$ cat src/rtl/gate_sweep_pkg.sv
// Shared types and sizing for the gate sweep controller.
// Holds the controller state encoding, vector/counter widths and the
// reference truth table for the NAND/NOR/XOR gate block under test.
package gate_sweep_pkg;

    localparam int unsigned N_VEC    = 16;
    localparam int unsigned IDX_W    = 4;
    localparam int unsigned CNT_W    = 5;
    localparam int unsigned SETTLE_W = 4;
    localparam int unsigned RESP_W   = 3;

    typedef enum logic [2:0] {
        IDLE   = 3'd0,
        DRIVE  = 3'd1,
        SETTLE = 3'd2,
        SAMPLE = 3'd3,
        DONE   = 3'd4
    } state_t;

    // Expected {e,f,g} for stimulus vec = {a,b,c,d} (a is the MSB).
    function automatic logic [RESP_W-1:0] gate_expect(input logic [IDX_W-1:0] vec);
        logic ea;
        logic fa;
        logic ga;
        ea = ~(vec[3] & vec[2]);
        fa = ~(vec[1] | vec[0]);
        ga = ^vec;
        return {ea, fa, ga};
    endfunction

endpackage

$ cat src/rtl/gate_ref_model.sv
// Combinational reference for the gate block: e = NAND(a,b),
// f = NOR(c,d), g = XOR(a,b,c,d).
// Ports:
//   vec        in  [3:0]  stimulus {a,b,c,d}, a = MSB
//   exp_resp_c out [2:0]  expected response {e,f,g}
module gate_ref_model
    import gate_sweep_pkg::*;
(
    input  logic [IDX_W-1:0]  vec,
    output logic [RESP_W-1:0] exp_resp_c
);

    always_comb begin
        exp_resp_c = gate_expect(vec);
    end

endmodule

$ cat src/rtl/gate_sweep_ctrl.sv
// Exhaustive sweep tester for a NAND/NOR/XOR gate block. Drives all 16
// input vectors in order, waits SETTLE_CYC cycles per vector, compares the
// block's response against a reference, and reports mismatch count, first
// failing vector and an overall pass flag.
// Ports:
//   clk, rst               clock, asynchronous active-high reset
//   start                  begin a sweep (only honoured in IDLE)
//   abort                  abandon a sweep, return to IDLE
//   a, b, c, d             stimulus to the gate block (a = MSB of vector)
//   e, f, g                responses from the gate block
//   busy                   high whenever not in IDLE
//   done                   one-cycle pulse at sweep completion
//   pass                   last completed sweep had no mismatches
//   err_cnt                mismatch count, 0..16
//   first_fail/fail_valid  index of first mismatching vector, valid flag
module gate_sweep_ctrl
    import gate_sweep_pkg::*;
#(
    parameter int unsigned SETTLE_CYC = 2   // legal 0..15
)
(
    input  logic             clk,
    input  logic             rst,
    input  logic             start,
    input  logic             abort,
    output logic             a,
    output logic             b,
    output logic             c,
    output logic             d,
    input  logic             e,
    input  logic             f,
    input  logic             g,
    output logic             busy,
    output logic             done,
    output logic             pass,
    output logic [CNT_W-1:0] err_cnt,
    output logic [IDX_W-1:0] first_fail,
    output logic             fail_valid
);

    state_t                state_q;
    state_t                state_d;
    logic [IDX_W-1:0]      idx_q;
    logic [IDX_W-1:0]      idx_d;
    logic [SETTLE_W-1:0]   settle_q;
    logic [SETTLE_W-1:0]   settle_d;
    logic [IDX_W-1:0]      vec_q;
    logic [IDX_W-1:0]      vec_d;
    logic [CNT_W-1:0]      err_d;
    logic [IDX_W-1:0]      first_fail_d;
    logic                  fail_valid_d;
    logic                  pass_d;
    logic                  done_d;
    logic                  busy_d;
    logic [RESP_W-1:0]     exp_resp_c;
    logic                  mismatch_c;

    // Reference response for the vector currently on a..d.
    gate_ref_model u_ref (
        .vec        (vec_q),
        .exp_resp_c (exp_resp_c)
    );

    assign mismatch_c = ({e, f, g} != exp_resp_c);

    assign a = vec_q[3];
    assign b = vec_q[2];
    assign c = vec_q[1];
    assign d = vec_q[0];

    // Next-state and result logic.
    always_comb begin
        state_d      = state_q;
        idx_d        = idx_q;
        settle_d     = settle_q;
        err_d        = err_cnt;
        first_fail_d = first_fail;
        fail_valid_d = fail_valid;
        pass_d       = pass;
        done_d       = 1'b0;

        case (state_q)
            IDLE: begin
                if (start && !abort) begin
                    idx_d        = '0;
                    err_d        = '0;
                    fail_valid_d = 1'b0;
                    state_d      = DRIVE;
                end
            end
            DRIVE: begin
                settle_d = SETTLE_W'(SETTLE_CYC);
                state_d  = (SETTLE_CYC == 0) ? SAMPLE : SETTLE;
            end
            SETTLE: begin
                // Counter starts at SETTLE_CYC, so SETTLE lasts SETTLE_CYC cycles.
                if (settle_q != '0) begin
                    settle_d = settle_q - SETTLE_W'(1);
                end
                if (settle_q <= SETTLE_W'(1)) begin
                    state_d = SAMPLE;
                end
            end
            SAMPLE: begin
                if (mismatch_c) begin
                    err_d = err_cnt + CNT_W'(1);
                    if (!fail_valid) begin
                        first_fail_d = idx_q;
                        fail_valid_d = 1'b1;
                    end
                end
                if (idx_q == IDX_W'(N_VEC - 1)) begin
                    state_d = DONE;
                end else begin
                    idx_d   = idx_q + IDX_W'(1);
                    state_d = DRIVE;
                end
            end
            DONE: begin
                done_d  = 1'b1;
                pass_d  = (err_cnt == '0);
                state_d = IDLE;
            end
            default: begin
                state_d = IDLE;
            end
        endcase

        // Abort overrides whatever the active state wanted, including the
        // result of a SAMPLE in the same cycle; results are held as-is.
        if (abort && (state_q != IDLE)) begin
            state_d      = IDLE;
            idx_d        = idx_q;
            err_d        = err_cnt;
            first_fail_d = first_fail;
            fail_valid_d = fail_valid;
            done_d       = 1'b0;
            pass_d       = 1'b0;
        end

        busy_d = (state_d != IDLE);

        // Stimulus is only presented while a vector is in flight.
        vec_d = '0;
        if ((state_d == DRIVE) || (state_d == SETTLE) || (state_d == SAMPLE)) begin
            vec_d = idx_d;
        end
    end

    // State and output registers.
    always_ff @(posedge clk or posedge rst) begin
        if (rst) begin
            state_q    <= IDLE;
            idx_q      <= '0;
            settle_q   <= '0;
            vec_q      <= '0;
            err_cnt    <= '0;
            first_fail <= '0;
            fail_valid <= 1'b0;
            pass       <= 1'b0;
            done       <= 1'b0;
            busy       <= 1'b0;
        end else begin
            state_q    <= state_d;
            idx_q      <= idx_d;
            settle_q   <= settle_d;
            vec_q      <= vec_d;
            err_cnt    <= err_d;
            first_fail <= first_fail_d;
            fail_valid <= fail_valid_d;
            pass       <= pass_d;
            done       <= done_d;
            busy       <= busy_d;
        end
    end

endmodule

$ cat config.mk
export PLATFORM = sky130hd
export DESIGN_NAME = gate_sweep_ctrl
export DESIGN_NICKNAME = d
export VERILOG_FILES = /design/src/rtl/gate_sweep_pkg.sv /design/src/rtl/gate_ref_model.sv /design/src/rtl/gate_sweep_ctrl.sv
export SDC_FILE = /design/constraint.sdc
export NUM_CORES = 1
export LEC_CHECK = 0
export BUFFER_PORTS_ARGS = -buffer_cell sky130_fd_sc_hd__buf_2
export CAP_MARGIN = 10
export CORE_MARGIN = 2
export CORE_UTILIZATION = 59
export DETAILED_ROUTE_END_ITERATION = 12
export HOLD_SLACK_MARGIN = 0.05
export PLACE_DENSITY_LB_ADDON = 0.2
export SKIP_LAST_GASP = 1
export SYNTH_ARGS = -nofsm -noshare
export SYNTH_HDL_FRONTEND = slang
export SYNTH_HIERARCHICAL = 1
export SYNTH_SLANG_ARGS = --single-unit
$ cat constraint.sdc
create_clock -name clk -period 3.5 [get_ports clk]
set_input_delay 0.35 -clock clk [delete_from_list [all_inputs] [get_ports clk]]
set_output_delay 0.35 -clock clk [all_outputs]
set_load 0.01 [all_outputs]
# Yosys cells after proc, flatten, opt, wreduce, memory -nomap -nowiden
# Cells that the tools add are included.
[word_totals]
ff_bits = 28
latch_bits = 0
ram_bits = 0
rom_bits = 0
out_inout_bits = 17
wordCells = 71
mem_count = 0
[classes]
addsub = 3
n_mul = 0
n_div = 0
magnitude_cmp = 1
eq_ne = 12
shift = 0
mux = 22
bitwise_logic = 6
n_reduce_logical = 17
[op_table]
columns = ["op", "count"]
rows = [
  ["two-way mux 4 bit", 5],
  ["case mux 4 bit (2 select lines)", 2],
  ["== test 3 x 2 -> 1 bit (second input constant)", 4],
  ["two-way mux 3 bit", 4],
  ["case mux 3 bit (4 select lines)", 1],
  ["two-way mux 5 bit", 2],
  ["case mux 5 bit (2 select lines)", 1],
  ["AND reduction 4 bit", 2],
  ["== test 3 x 1 -> 1 bit (second input constant)", 2],
  ["two-way mux 1 bit", 6],
  ["inequality test 2 bit (second input constant)", 3],
  ["nonzero test 2 bit", 3],
  ["nonzero test 3 bit", 2],
  ["adder 5 x 1 -> 5 bit (second input constant)", 1],
  ["logical NOT 5 bit", 1],
  ["adder 4 x 1 -> 4 bit (second input constant)", 1],
  ["== test 4 bit (second input constant)", 1],
  ["less-or-equal comparator 4 x 1 -> 1 bit (second input constant)", 1],
  ["NOT 1 bit", 4],
  ["nonzero test 4 bit", 1],
  ["XOR reduction 4 bit", 1],
  ["subtractor 4 x 1 -> 4 bit (second input constant)", 1],
  ["== test 3 bit (second input constant)", 1],
  ["logical NOT 3 bit", 1],
  ["other kinds (8)", 10],
]

# Logic depth before layout (Yosys ltp)
# Gate-level depths: netlist (run 1).
[depth]
ltp_word = 9
mapped_depth = 8
mapped_depth_nobuf = 7

# Hierarchy
# The synthesis (run 1) kept the hierarchy.
[by_module_without_submodules]
columns = ["module", "n_inst", "cells_per_inst", "area_per_inst_um2", "seq_area_each_um2"]
rows = [
  ["gate_sweep_ctrl", 1, 142, 1473.9, 700.7],
  ["gate_ref_model", 1, 6, 45.0, 0.0],
]

# Worst setup path after synthesis (run 1)
# Ideal clock, no wire load.
[synth_path]
kind = "reg2reg"
startpoint = "register vec_q[0]"
endpoint = "register first_fail[0]"
arrival_time_ps = 1804
slack_ps = 1571
stages_incl_launch_ff = 8
path_buffers = 0
period_less_slack_ps = 1929
cell_sequence = "dfrtp_1 -> inv_1 -> ha_1 -> xor2_1 -> xor2_1 -> nor3_1 -> or3_4 -> mux2_4"
[synth_rtl]
columns = ["item", "line", "rtl"]
rows = [
  ["from (decl)", "gate_sweep_ctrl.sv:47", "logic [IDX_W-1:0] vec_q;"],
  ["from (signal assigned)", "gate_sweep_ctrl.sv:167", "vec_q <= vec_d;"],
  ["XOR reduction 4 bit", "gate_sweep_pkg.sv:27", "ga = ^vec;"],
  ["named net exp_resp_c[0]", "gate_sweep_ctrl.sv:55", "logic [RESP_W-1:0] exp_resp_c;"],
  ["inequality test 3 bit", "gate_sweep_ctrl.sv:64", "assign mismatch_c = ({e, f, g} != exp_resp_c);"],
  ["AND reduction 4 bit (no source line)", "-", ""],
  ["to (signal assigned)", "gate_sweep_ctrl.sv:169", "first_fail <= first_fail_d;"],
  ["to (decl)", "gate_sweep_ctrl.sv:37", "output logic [IDX_W-1:0] first_fail,"],
]
# The timed path passes the listed nets, and every way through them passes these cells.
# A chain may end at the register's enable or synchronous reset.

# Final worst setup path (run 1)
[layout_path]
startpoint = "register vec_q[3]"
endpoint = "register first_fail[1]"
# The elaborated chain is that of the path after synthesis.

==> report_table.html, run 1 <==
<table>
<tr><th>Metric</th><th>Value</th></tr>
<tr><th colspan="2">CTS</th></tr>
<tr><td>Clk_lat worst skew</td><td>0.32 ns</td></tr>
<tr><td>Clock transition at the register clock pins on the worst setup and hold paths after CTS</td><td>0.14 ns</td></tr>
<tr><td>Clk root buf</td><td>sky130_fd_sc_hd__clkbuf_4</td></tr>
<tr><td>Post-CTS resize count</td><td>0</td></tr>
<tr><td>Number of CTS-inserted buffers</td><td>3</td></tr>
<tr><td>Post-CTS Hold Buffers</td><td>0</td></tr>
<tr><td>Bufs on Longest Clock Path</td><td>2</td></tr>
<tr><td>Clock sink total</td><td>28</td></tr>
<tr><td>TritonCTS clock tree</td><td>yes</td></tr>
<tr><td>Total number of H-tree levels</td><td>1</td></tr>
<tr><td>Post-CTS setup-driven buffer insertion count</td><td>0</td></tr>
<tr><th colspan="2">Yosys</th></tr>
<tr><td>Number of instances in the synthesized netlist</td><td>148</td></tr>
<tr><td>Flip-flop cell with the highest count after synthesis</td><td>sky130_fd_sc_hd__dfrtp_1</td></tr>
<tr><td>Average size of a mapped cell</td><td>10.3 µm²</td></tr>
<tr><td>Seq/Total Area, Yosys</td><td>46.1%</td></tr>
<tr><td>Proportion of netlist area held by the largest area contributor</td><td>46.1%</td></tr>
<tr><td>Number of synthesis warnings</td><td>6</td></tr>
<tr><td>Cell Area, Synth</td><td>1520 µm²</td></tr>
<tr><td>Number of enable flip-flop cells after synthesis</td><td>0</td></tr>
<tr><td>Count of cell types in the netlist</td><td>43</td></tr>
<tr><td>Cell with the most instances after synthesis</td><td>sky130_fd_sc_hd__dfrtp_1</td></tr>
<tr><td>Number of synthesized register bits</td><td>28</td></tr>
<tr><td>Synthesized net count</td><td>162</td></tr>
<tr><td>Cell types with the highest counts after synthesis</td><td>sky130_fd_sc_hd__dfrtp_1 (28), sky130_fd_sc_hd__nor2_1 (12), sky130_fd_sc_hd__inv_1 (11), sky130_fd_sc_hd__nand2_1 (10)</td></tr>
<tr><td>Asr flop ratio synth</td><td>100%</td></tr>
<tr><td>Cell type with the highest aggregate area in the netlist</td><td>sky130_fd_sc_hd__dfrtp_1</td></tr>
<tr><td>Cell types with the largest area share after synthesis</td><td>sky130_fd_sc_hd__dfrtp_1 (46%), sky130_fd_sc_hd__ha_1 (5.8%), sky130_fd_sc_hd__mux2_4 (4.0%)</td></tr>
<tr><th colspan="2">Finish</th></tr>
<tr><td>Fraction of layout cells with a size suffix above 1</td><td>24.3%</td></tr>
<tr><td>Register Area</td><td>701 µm²</td></tr>
<tr><td>Total non-filler cell area in the finished layout</td><td>1660 µm²</td></tr>
<tr><td>Post-layout util</td><td>67.7%</td></tr>
<tr><td>Cell Count, Final, Fillers Out</td><td>199</td></tr>
<tr><td>Synth-to-layout area growth</td><td>9.47%</td></tr>
<tr><td>Area taken by multi-input logic gates</td><td>738 µm²</td></tr>
<tr><td>Diodes inserted</td><td>0</td></tr>
<tr><td>Number of nets in the finished design</td><td>185</td></tr>
<tr><td>Fill count</td><td>206</td></tr>
<tr><th colspan="2">Worst setup path</th></tr>
<tr><td>WS Path Type</td><td>reg2reg</td></tr>
<tr><td>Worst-case register-to-register setup slack</td><td>1.39 ns</td></tr>
<tr><td>Maximum net fanout on the critical path</td><td>11</td></tr>
<tr><td>Crit path capture type</td><td>register</td></tr>
<tr><td>Data arrival time of the critical path</td><td>2.33 ns</td></tr>
<tr><td>Startpoint type of the worst setup path</td><td>register</td></tr>
<tr><td>Worst EP required</td><td>3.72 ns</td></tr>
<tr><th colspan="2">Route</th></tr>
<tr><td>Post-DR vias/cell</td><td>5.66</td></tr>
<tr><td>Wire length after detailed routing</td><td>2630 µm</td></tr>
<tr><td>Number of remaining DRC errors</td><td>0</td></tr>
<tr><td>Total number of vias</td><td>1127</td></tr>
<tr><td>Detail-routed net length per standard cell</td><td>13.2 µm</td></tr>
<tr><td>Violation count after the first detailed-route iteration</td><td>19</td></tr>
<tr><td>Antenna-violating nets left</td><td>0</td></tr>
<tr><td>First drt pass iteration count</td><td>6</td></tr>
<tr><th colspan="2">GRT</th></tr>
<tr><td>Total congestion overflow after global routing</td><td>0</td></tr>
<tr><td>Number of antenna violations at the first check in global routing</td><td>0</td></tr>
<tr><td>Number of global-route vias before repair</td><td>1033</td></tr>
<tr><td>Maximum number of pins on one net before global-route repair</td><td>29</td></tr>
<tr><td>Wire length of the first global-routing pass</td><td>4400 µm</td></tr>
<tr><td>Total routing usage reported by global routing</td><td>20.1%</td></tr>
<tr><th colspan="2">Placed design</th></tr>
<tr><td>Detailed Place HPWL</td><td>1970 µm</td></tr>
<tr><td>Number of placed cells counting well taps</td><td>196</td></tr>
<tr><td>Placer congestion estimate</td><td>0.767</td></tr>
<tr><td>Worst setup slack after placement</td><td>1.41 ns</td></tr>
<tr><td>I/O Buffers</td><td>23</td></tr>
<tr><td>Cell area reported after detailed placement</td><td>1640 µm²</td></tr>
<tr><th colspan="2">STA</th></tr>
<tr><td>Fraction of the cycle the final worst path needs</td><td>60.3%</td></tr>
<tr><td>Upper clock frequency limit</td><td>474 MHz</td></tr>
<tr><td>Worst Max-Slew Pin Slew</td><td>1.06 ns</td></tr>
<tr><td>Final-layout setup total negative slack</td><td>0 ns</td></tr>
<tr><td>Hold Worst Slack</td><td>0.254 ns</td></tr>
<tr><td>Worst-case setup margin in the final layout</td><td>1.39 ns</td></tr>
<tr><td>Max Transition Viols Final</td><td>0</td></tr>
<tr><td>Slew headroom</td><td>29.3%</td></tr>
<tr><td>Final Hold Viols</td><td>0</td></tr>
<tr><td>Setup violations, final</td><td>0</td></tr>
<tr><td>Worst Skew</td><td>0.00732 ns</td></tr>
<tr><td>Final critical delay including setup and external delays</td><td>2.11 ns</td></tr>
<tr><td>RSZ-0062 raised after global routing</td><td>false</td></tr>
<tr><th colspan="2">Floorplanning</th></tr>
<tr><td>Floorplan Core Area</td><td>2450 µm²</td></tr>
<tr><td>Floorplan die area</td><td>3000 µm²</td></tr>
<tr><td>Die height</td><td>54.7 µm</td></tr>
<tr><td>Effective utilization at floorplan</td><td>61.9%</td></tr>
<tr><td>I/O pin count</td><td>24</td></tr>
<tr><td>Site row count</td><td>18</td></tr>
<tr><td>Width of the chip</td><td>54.7 µm</td></tr>
<tr><th colspan="2">Worst hold path</th></tr>
<tr><td>Worst hold path class</td><td>in2async</td></tr>
<tr><th colspan="2">Run status</th></tr>
<tr><td>Run status</td><td>finished, final reports clean</td></tr>
<tr><th colspan="2">Power</th></tr>
<tr><td>Leak pwr</td><td>0.846 nW</td></tr>
<tr><td>Peak supply drop</td><td>0.351 mV</td></tr>
<tr><td>Power density normalized to cell area</td><td>472 nW/µm²</td></tr>
<tr><td>Total power</td><td>0.786 mW</td></tr>
<tr><th colspan="2">Flow run</th></tr>
<tr><td>Max capacitance violation total</td><td>0</td></tr>
</table>
==> path summary, 6_finish.rpt <==
kind                                    start             to  cells after the start
worst min register to register  first_fail[1]  first_fail[1]                      1
worst max register to register       vec_q[3]  first_fail[1]                      7
worst min-delay path                      rst     err_cnt[2]                      2
max in group asynchronous                 rst    settle_q[0]                      2
min in group clk                        abort     state_q[1]                      2
worst max-delay path                 vec_q[3]  first_fail[1]                      7
==> cell type report <==
class | instances | share of cell area (%)
clock buffer | 3 | 1.35
inverter | 11 | 2.48
multi-input combinational | 103 | 44.4
sequential | 28 | 42.1
tap | 30 | 2.26
timing repair buffer | 24 | 7.37
==> sequential cells by signal (all words and copies together), names as in the netlist <==
| name | cells |
|---|---|
| state_q | 3 |
| done | 1 |
| first_fail | 4 |
| fail_valid | 1 |
| busy | 1 |
| pass | 1 |
| vec_q | 4 |
| err_cnt | 5 |
| idx_q | 4 |
| settle_q | 4 |
==> power by group <==
group | internal (mW) | switching (mW)
Clock | 0.0404 | 0.0903
Sequential | 0.367 | 0.0482
Combinational | 0.112 | 0.128
==> per-layer routing <==
| layer | wire [µm] | up-vias | part of all wire [%] | GRT usage, % |
|---|---|---|---|---|
| met5 | 0 | - | 0 | 0 |
| met4 | 10 | 0 | 0.38 | 5.00 |
| met3 | 76 | 2 | 2.9 | 2.46 |
| met2 | 1280 | 20 | 49 | 33.9 |
| met1 | 1260 | 533 | 48 | 27.1 |
| li1 | - | 572 | - | - |
==> critical path, stage by stage, from the launching register on <==
cell,delay [ns]
sky130_fd_sc_hd__dfrtp_1,0.42
sky130_fd_sc_hd__ha_1,0.29
sky130_fd_sc_hd__xor2_1,0.18
sky130_fd_sc_hd__xor2_1,0.16
sky130_fd_sc_hd__nor3_1,0.07
sky130_fd_sc_hd__buf_4,0.17
sky130_fd_sc_hd__or3_4,0.41
sky130_fd_sc_hd__mux2_4,0.31
==> logic make-up (layout without fill, tap and decap cells) <==
group | Yosys count | after routing | share of synthesized area [%]
and+or+nand+nor | 59 | 59 | 23.0
DFF | 28 | 28 | 46.1
muxes | 6 | 6 | 5.44
AOI/OAI and AO/OA | 26 | 26 | 11.5
buffers and inverters | 17 | 38 | 5.27
adders and majority gates | 7 | 7 | 5.77
xor gates and xnor gates | 5 | 5 | 2.88
==> cells in the final DEF, fill, tap and decap left out, types with 4 or more instances in the layout <==
cell type and n:
sky130_fd_sc_hd__dfrtp_1 28, sky130_fd_sc_hd__buf_2 23, sky130_fd_sc_hd__nor2_1 12, sky130_fd_sc_hd__inv_1 11
sky130_fd_sc_hd__nand2_1 10, sky130_fd_sc_hd__a21oi_1 7, sky130_fd_sc_hd__ha_1 7, sky130_fd_sc_hd__nor3_1 6
sky130_fd_sc_hd__nand3_1 6, sky130_fd_sc_hd__xor2_1 4, sky130_fd_sc_hd__mux2_4 4, sky130_fd_sc_hd__o21ai_0 4
Power figures use the tool's default switching activity.
==> run 2: changes to the inputs <==
--- a/config.mk
+++ b/config.mk
@@ -8,7 +8,7 @@
 export BUFFER_PORTS_ARGS = -buffer_cell sky130_fd_sc_hd__buf_2
 export CAP_MARGIN = 10
 export CORE_MARGIN = 2
-export CORE_UTILIZATION = 59
+export CORE_UTILIZATION = 50
 export DETAILED_ROUTE_END_ITERATION = 12
 export HOLD_SLACK_MARGIN = 0.05
 export PLACE_DENSITY_LB_ADDON = 0.2
==> constraint.sdc (replaced) <==
create_clock -name clk -period 1.75 [get_ports clk]
set_input_delay 0.175 -clock clk [delete_from_list [all_inputs] [get_ports clk]]
set_output_delay 0.175 -clock clk [all_outputs]
set_load 0.01 [all_outputs]
==> run 2 against run 1 <==
  * The run now ends with setup timing left
  * Non-clock buffer count up 16
  * Worst setup slack got worse by 1.6 ns
  * Clock power up 140%
  * Clock skew fell by 0.0041 ns
  * Combinational power grew to 2.8 times the previous value
  * Cell count increased by 9.0%
  * Design area grew 11%
  * Register-to-register slack lost 1.6 ns
  * Sequential share of layout area down 4.1 points
  * Critical endpoint is now first_fail[0]
==> report_table.html, run 2 (synthesized netlist as in run 1, its figures left out) <==
<table>
<tr><th>Metric</th><th>Value</th></tr>
<tr><th colspan="2">Route</th></tr>
<tr><td>Wire length after detailed routing</td><td>3070 µm</td></tr>
<tr><td>First drt pass iteration count</td><td>4</td></tr>
<tr><td>Antenna-violating nets left</td><td>0</td></tr>
<tr><td>Detail-routed net length per standard cell</td><td>14.1 µm</td></tr>
<tr><td>Total number of vias</td><td>1238</td></tr>
<tr><td>Post-DR vias/cell</td><td>5.71</td></tr>
<tr><td>Number of remaining DRC errors</td><td>0</td></tr>
<tr><td>Violation count after the first detailed-route iteration</td><td>43</td></tr>
<tr><th colspan="2">Floorplanning</th></tr>
<tr><td>Effective utilization at floorplan</td><td>53.7%</td></tr>
<tr><td>Die height</td><td>59.1 µm</td></tr>
<tr><td>I/O pin count</td><td>24</td></tr>
<tr><td>Width of the chip</td><td>59.1 µm</td></tr>
<tr><td>Site row count</td><td>19</td></tr>
<tr><td>Floorplan die area</td><td>3490 µm²</td></tr>
<tr><td>Floorplan Core Area</td><td>2830 µm²</td></tr>
<tr><th colspan="2">GRT</th></tr>
<tr><td>Total routing usage reported by global routing</td><td>19.0%</td></tr>
<tr><td>Wire length of the first global-routing pass</td><td>5090 µm</td></tr>
<tr><td>Total congestion overflow after global routing</td><td>0</td></tr>
<tr><td>Maximum number of pins on one net before global-route repair</td><td>29</td></tr>
<tr><td>Number of antenna violations at the first check in global routing</td><td>0</td></tr>
<tr><td>Number of global-route vias before repair</td><td>1239</td></tr>
<tr><th colspan="2">Finish</th></tr>
<tr><td>Highest-count cells in the layout ignoring fill and taps</td><td>sky130_fd_sc_hd__dfrtp_1 (28), sky130_fd_sc_hd__buf_2 (23), sky130_fd_sc_hd__buf_4 (16), sky130_fd_sc_hd__nor2_1 (12), sky130_fd_sc_hd__inv_1 (11)</td></tr>
<tr><td>Max reg flops</td><td>5</td></tr>
<tr><td>Leading cell type in the layout, fill and taps excluded</td><td>sky130_fd_sc_hd__dfrtp_1</td></tr>
<tr><td>Cell Count, Final, Fillers Out</td><td>217</td></tr>
<tr><td>Diodes inserted</td><td>0</td></tr>
<tr><td>Total non-filler cell area in the finished layout</td><td>1840 µm²</td></tr>
<tr><td>Synth-to-layout area growth</td><td>21.3%</td></tr>
<tr><td>Fraction of layout cells with a size suffix above 1</td><td>33.9%</td></tr>
<tr><td>Number of nets in the finished design</td><td>201</td></tr>
<tr><td>Register bank with the most flops</td><td>err_cnt</td></tr>
<tr><th colspan="2">STA</th></tr>
<tr><td>Slew headroom</td><td>64.5%</td></tr>
<tr><td>Upper clock frequency limit</td><td>522 MHz</td></tr>
<tr><td>Worst Max-Slew Pin Slew</td><td>0.527 ns</td></tr>
<tr><td>Worst-case setup margin in the final layout</td><td>-0.164 ns</td></tr>
<tr><td>RSZ-0062 raised after global routing</td><td>true</td></tr>
<tr><td>Fraction of the cycle the final worst path needs</td><td>109%</td></tr>
<tr><td>Final critical delay including setup and external delays</td><td>1.91 ns</td></tr>
<tr><td>Setup violations, final</td><td>10</td></tr>
<tr><td>Max Transition Viols Final</td><td>0</td></tr>
<tr><td>Final Hold Viols</td><td>0</td></tr>
<tr><td>Worst Skew</td><td>0.00319 ns</td></tr>
<tr><td>Final-layout setup total negative slack</td><td>-1.11 ns</td></tr>
<tr><th colspan="2">Worst setup path</th></tr>
<tr><td>Startpoint type of the worst setup path</td><td>register</td></tr>
<tr><td>Worst flop-to-flop path startpoint</td><td>vec_q[2]</td></tr>
<tr><td>Maximum net fanout on the critical path</td><td>4</td></tr>
<tr><td>Worst-case register-to-register setup slack</td><td>-0.16 ns</td></tr>
<tr><td>Critical register-to-register path endpoint</td><td>first_fail[0]</td></tr>
<tr><td>Worst EP required</td><td>1.99 ns</td></tr>
<tr><td>Data arrival time of the critical path</td><td>2.15 ns</td></tr>
<tr><td>Worst reg2reg path depth</td><td>6</td></tr>
<tr><td>WS Path Type</td><td>reg2reg</td></tr>
<tr><td>Crit path capture type</td><td>register</td></tr>
<tr><th colspan="2">Run status</th></tr>
<tr><td>Run status</td><td>complete, but fails checks</td></tr>
<tr><td>Violated checks</td><td>setup timing</td></tr>
<tr><th colspan="2">Worst hold path</th></tr>
<tr><td>Source of the worst hold timing path</td><td>abort</td></tr>
<tr><td>Worst hold path class</td><td>in2reg</td></tr>
<tr><td>Hold Path Sink</td><td>state_q[1]</td></tr>
<tr><td>Hold Path Depth</td><td>2</td></tr>
<tr><th colspan="2">CTS</th></tr>
<tr><td>Number of CTS-inserted buffers</td><td>3</td></tr>
<tr><td>Clk_lat worst skew</td><td>0.33 ns</td></tr>
<tr><td>Clock transition at the register clock pins on the worst setup and hold paths after CTS</td><td>0.14 ns</td></tr>
<tr><td>TritonCTS clock tree</td><td>yes</td></tr>
<tr><td>Clock sink total</td><td>28</td></tr>
<tr><td>Clk root buf</td><td>sky130_fd_sc_hd__clkbuf_4</td></tr>
<tr><td>Total number of H-tree levels</td><td>1</td></tr>
<tr><td>Bufs on Longest Clock Path</td><td>2</td></tr>
<tr><th colspan="2">Power</th></tr>
<tr><td>Logic pwr share</td><td>37.4%</td></tr>
<tr><td>Peak supply drop</td><td>0.528 mV</td></tr>
<tr><td>Sw Pwr</td><td>0.585 mW</td></tr>
<tr><td>Internal Pwr Total</td><td>1.19 mW</td></tr>
<tr><td>Share of power burned in registers</td><td>44.9%</td></tr>
<tr><td>Power density normalized to cell area</td><td>963 nW/µm²</td></tr>
<tr><td>Leak pwr</td><td>0.958 nW</td></tr>
<tr><td>Clk pwr share</td><td>17.7%</td></tr>
<tr><td>Fraction of power spent switching nets</td><td>33.0%</td></tr>
<tr><th colspan="2">Placed design</th></tr>
<tr><td>I/O Buffers</td><td>23</td></tr>
<tr><td>Placer congestion estimate</td><td>0.816</td></tr>
<tr><td>Cell area reported after detailed placement</td><td>1740 µm²</td></tr>
<tr><td>Worst setup slack after placement</td><td>-0.160 ns</td></tr>
<tr><td>Number of placed cells counting well taps</td><td>210</td></tr>
<tr><td>Detailed Place HPWL</td><td>2180 µm</td></tr>
<tr><th colspan="2">Flow run</th></tr>
<tr><td>Max capacitance violation total</td><td>0</td></tr>
</table>
-- run 2: how the worst max path moves through the flow --
stage          startpoint            end  slack [ns]  depth (start not counted)
2_1_floorplan    vec_q[3]  first_fail[0]       -0.12                          6
3_3_place_gp     vec_q[3]  first_fail[0]       -0.11                          6
3_5_place_dp     vec_q[3]  first_fail[1]       -0.16                          6
4_1_cts          vec_q[0]  first_fail[1]       -0.17                          7
5_1_grt          vec_q[2]  first_fail[1]       -0.25                          6
6_report         vec_q[2]  first_fail[0]       -0.16                          6
-- run 2: repair_timing --
item | CTS | global route
endpoints found under the hold margin | 28 | 0
cloned | 0 | 0
hold buffers | 1 | 0
setup buffers | 2 | 0
pin swaps | 3 | 5
setup endpoints to repair | 13 | 13
gates resized for setup | 2 | 8
-- run 2: area by class of cell --
| cell class | count | area [µm²] |
|---|---|---|
| sequential | 28 | 701 |
| fill | 240 | 986 |
| clock buffer | 4 | 36.3 |
| tap | 31 | 38.8 |
| multi-input combinational | 103 | 781 |
| timing repair buffer | 40 | 245 |
| inverter | 11 | 41.3 |
-- run 2: per-stage QoR --
stage,power [mW],utilization [%],hold slack (ns)
after CTS,1.76,64.0,0.116
final,1.77,65.1,0.136
after detailed placement,1.42,61.5,0.256
after global routing,1.89,65.1,0.146
after global placement,1.40,61.5,0.252
after floorplan,1.21,-,0.240
-- run 2: power groups by stage --
stage,sequential [mW],clock [mW],combinational [mW]
floorplan,0.819,0,0.395
global placement,0.808,0,0.591
detailed placement,0.810,0,0.608
CTS,0.797,0.325,0.636
global route,0.808,0.354,0.732
finish,0.796,0.314,0.664
-- run 2: metal layers --
metal  vias up  global-route usage, %  share of wire (%)
met2        35                   33.7                 51
met1       598                   23.1                 43
met3         5                   3.28                4.6
met4         0                   6.82                1.3
li1        600                      -                  -
met5         -                      0                  0
-- run 2: critical path: stages, from the launching register on --
cell,delay (ns)
sky130_fd_sc_hd__dfrtp_1,0.41
sky130_fd_sc_hd__ha_1,0.31
sky130_fd_sc_hd__xor2_1,0.18
sky130_fd_sc_hd__xor2_1,0.15
sky130_fd_sc_hd__nor3_1,0.07
sky130_fd_sc_hd__or3_4,0.38
sky130_fd_sc_hd__mux2_4,0.31
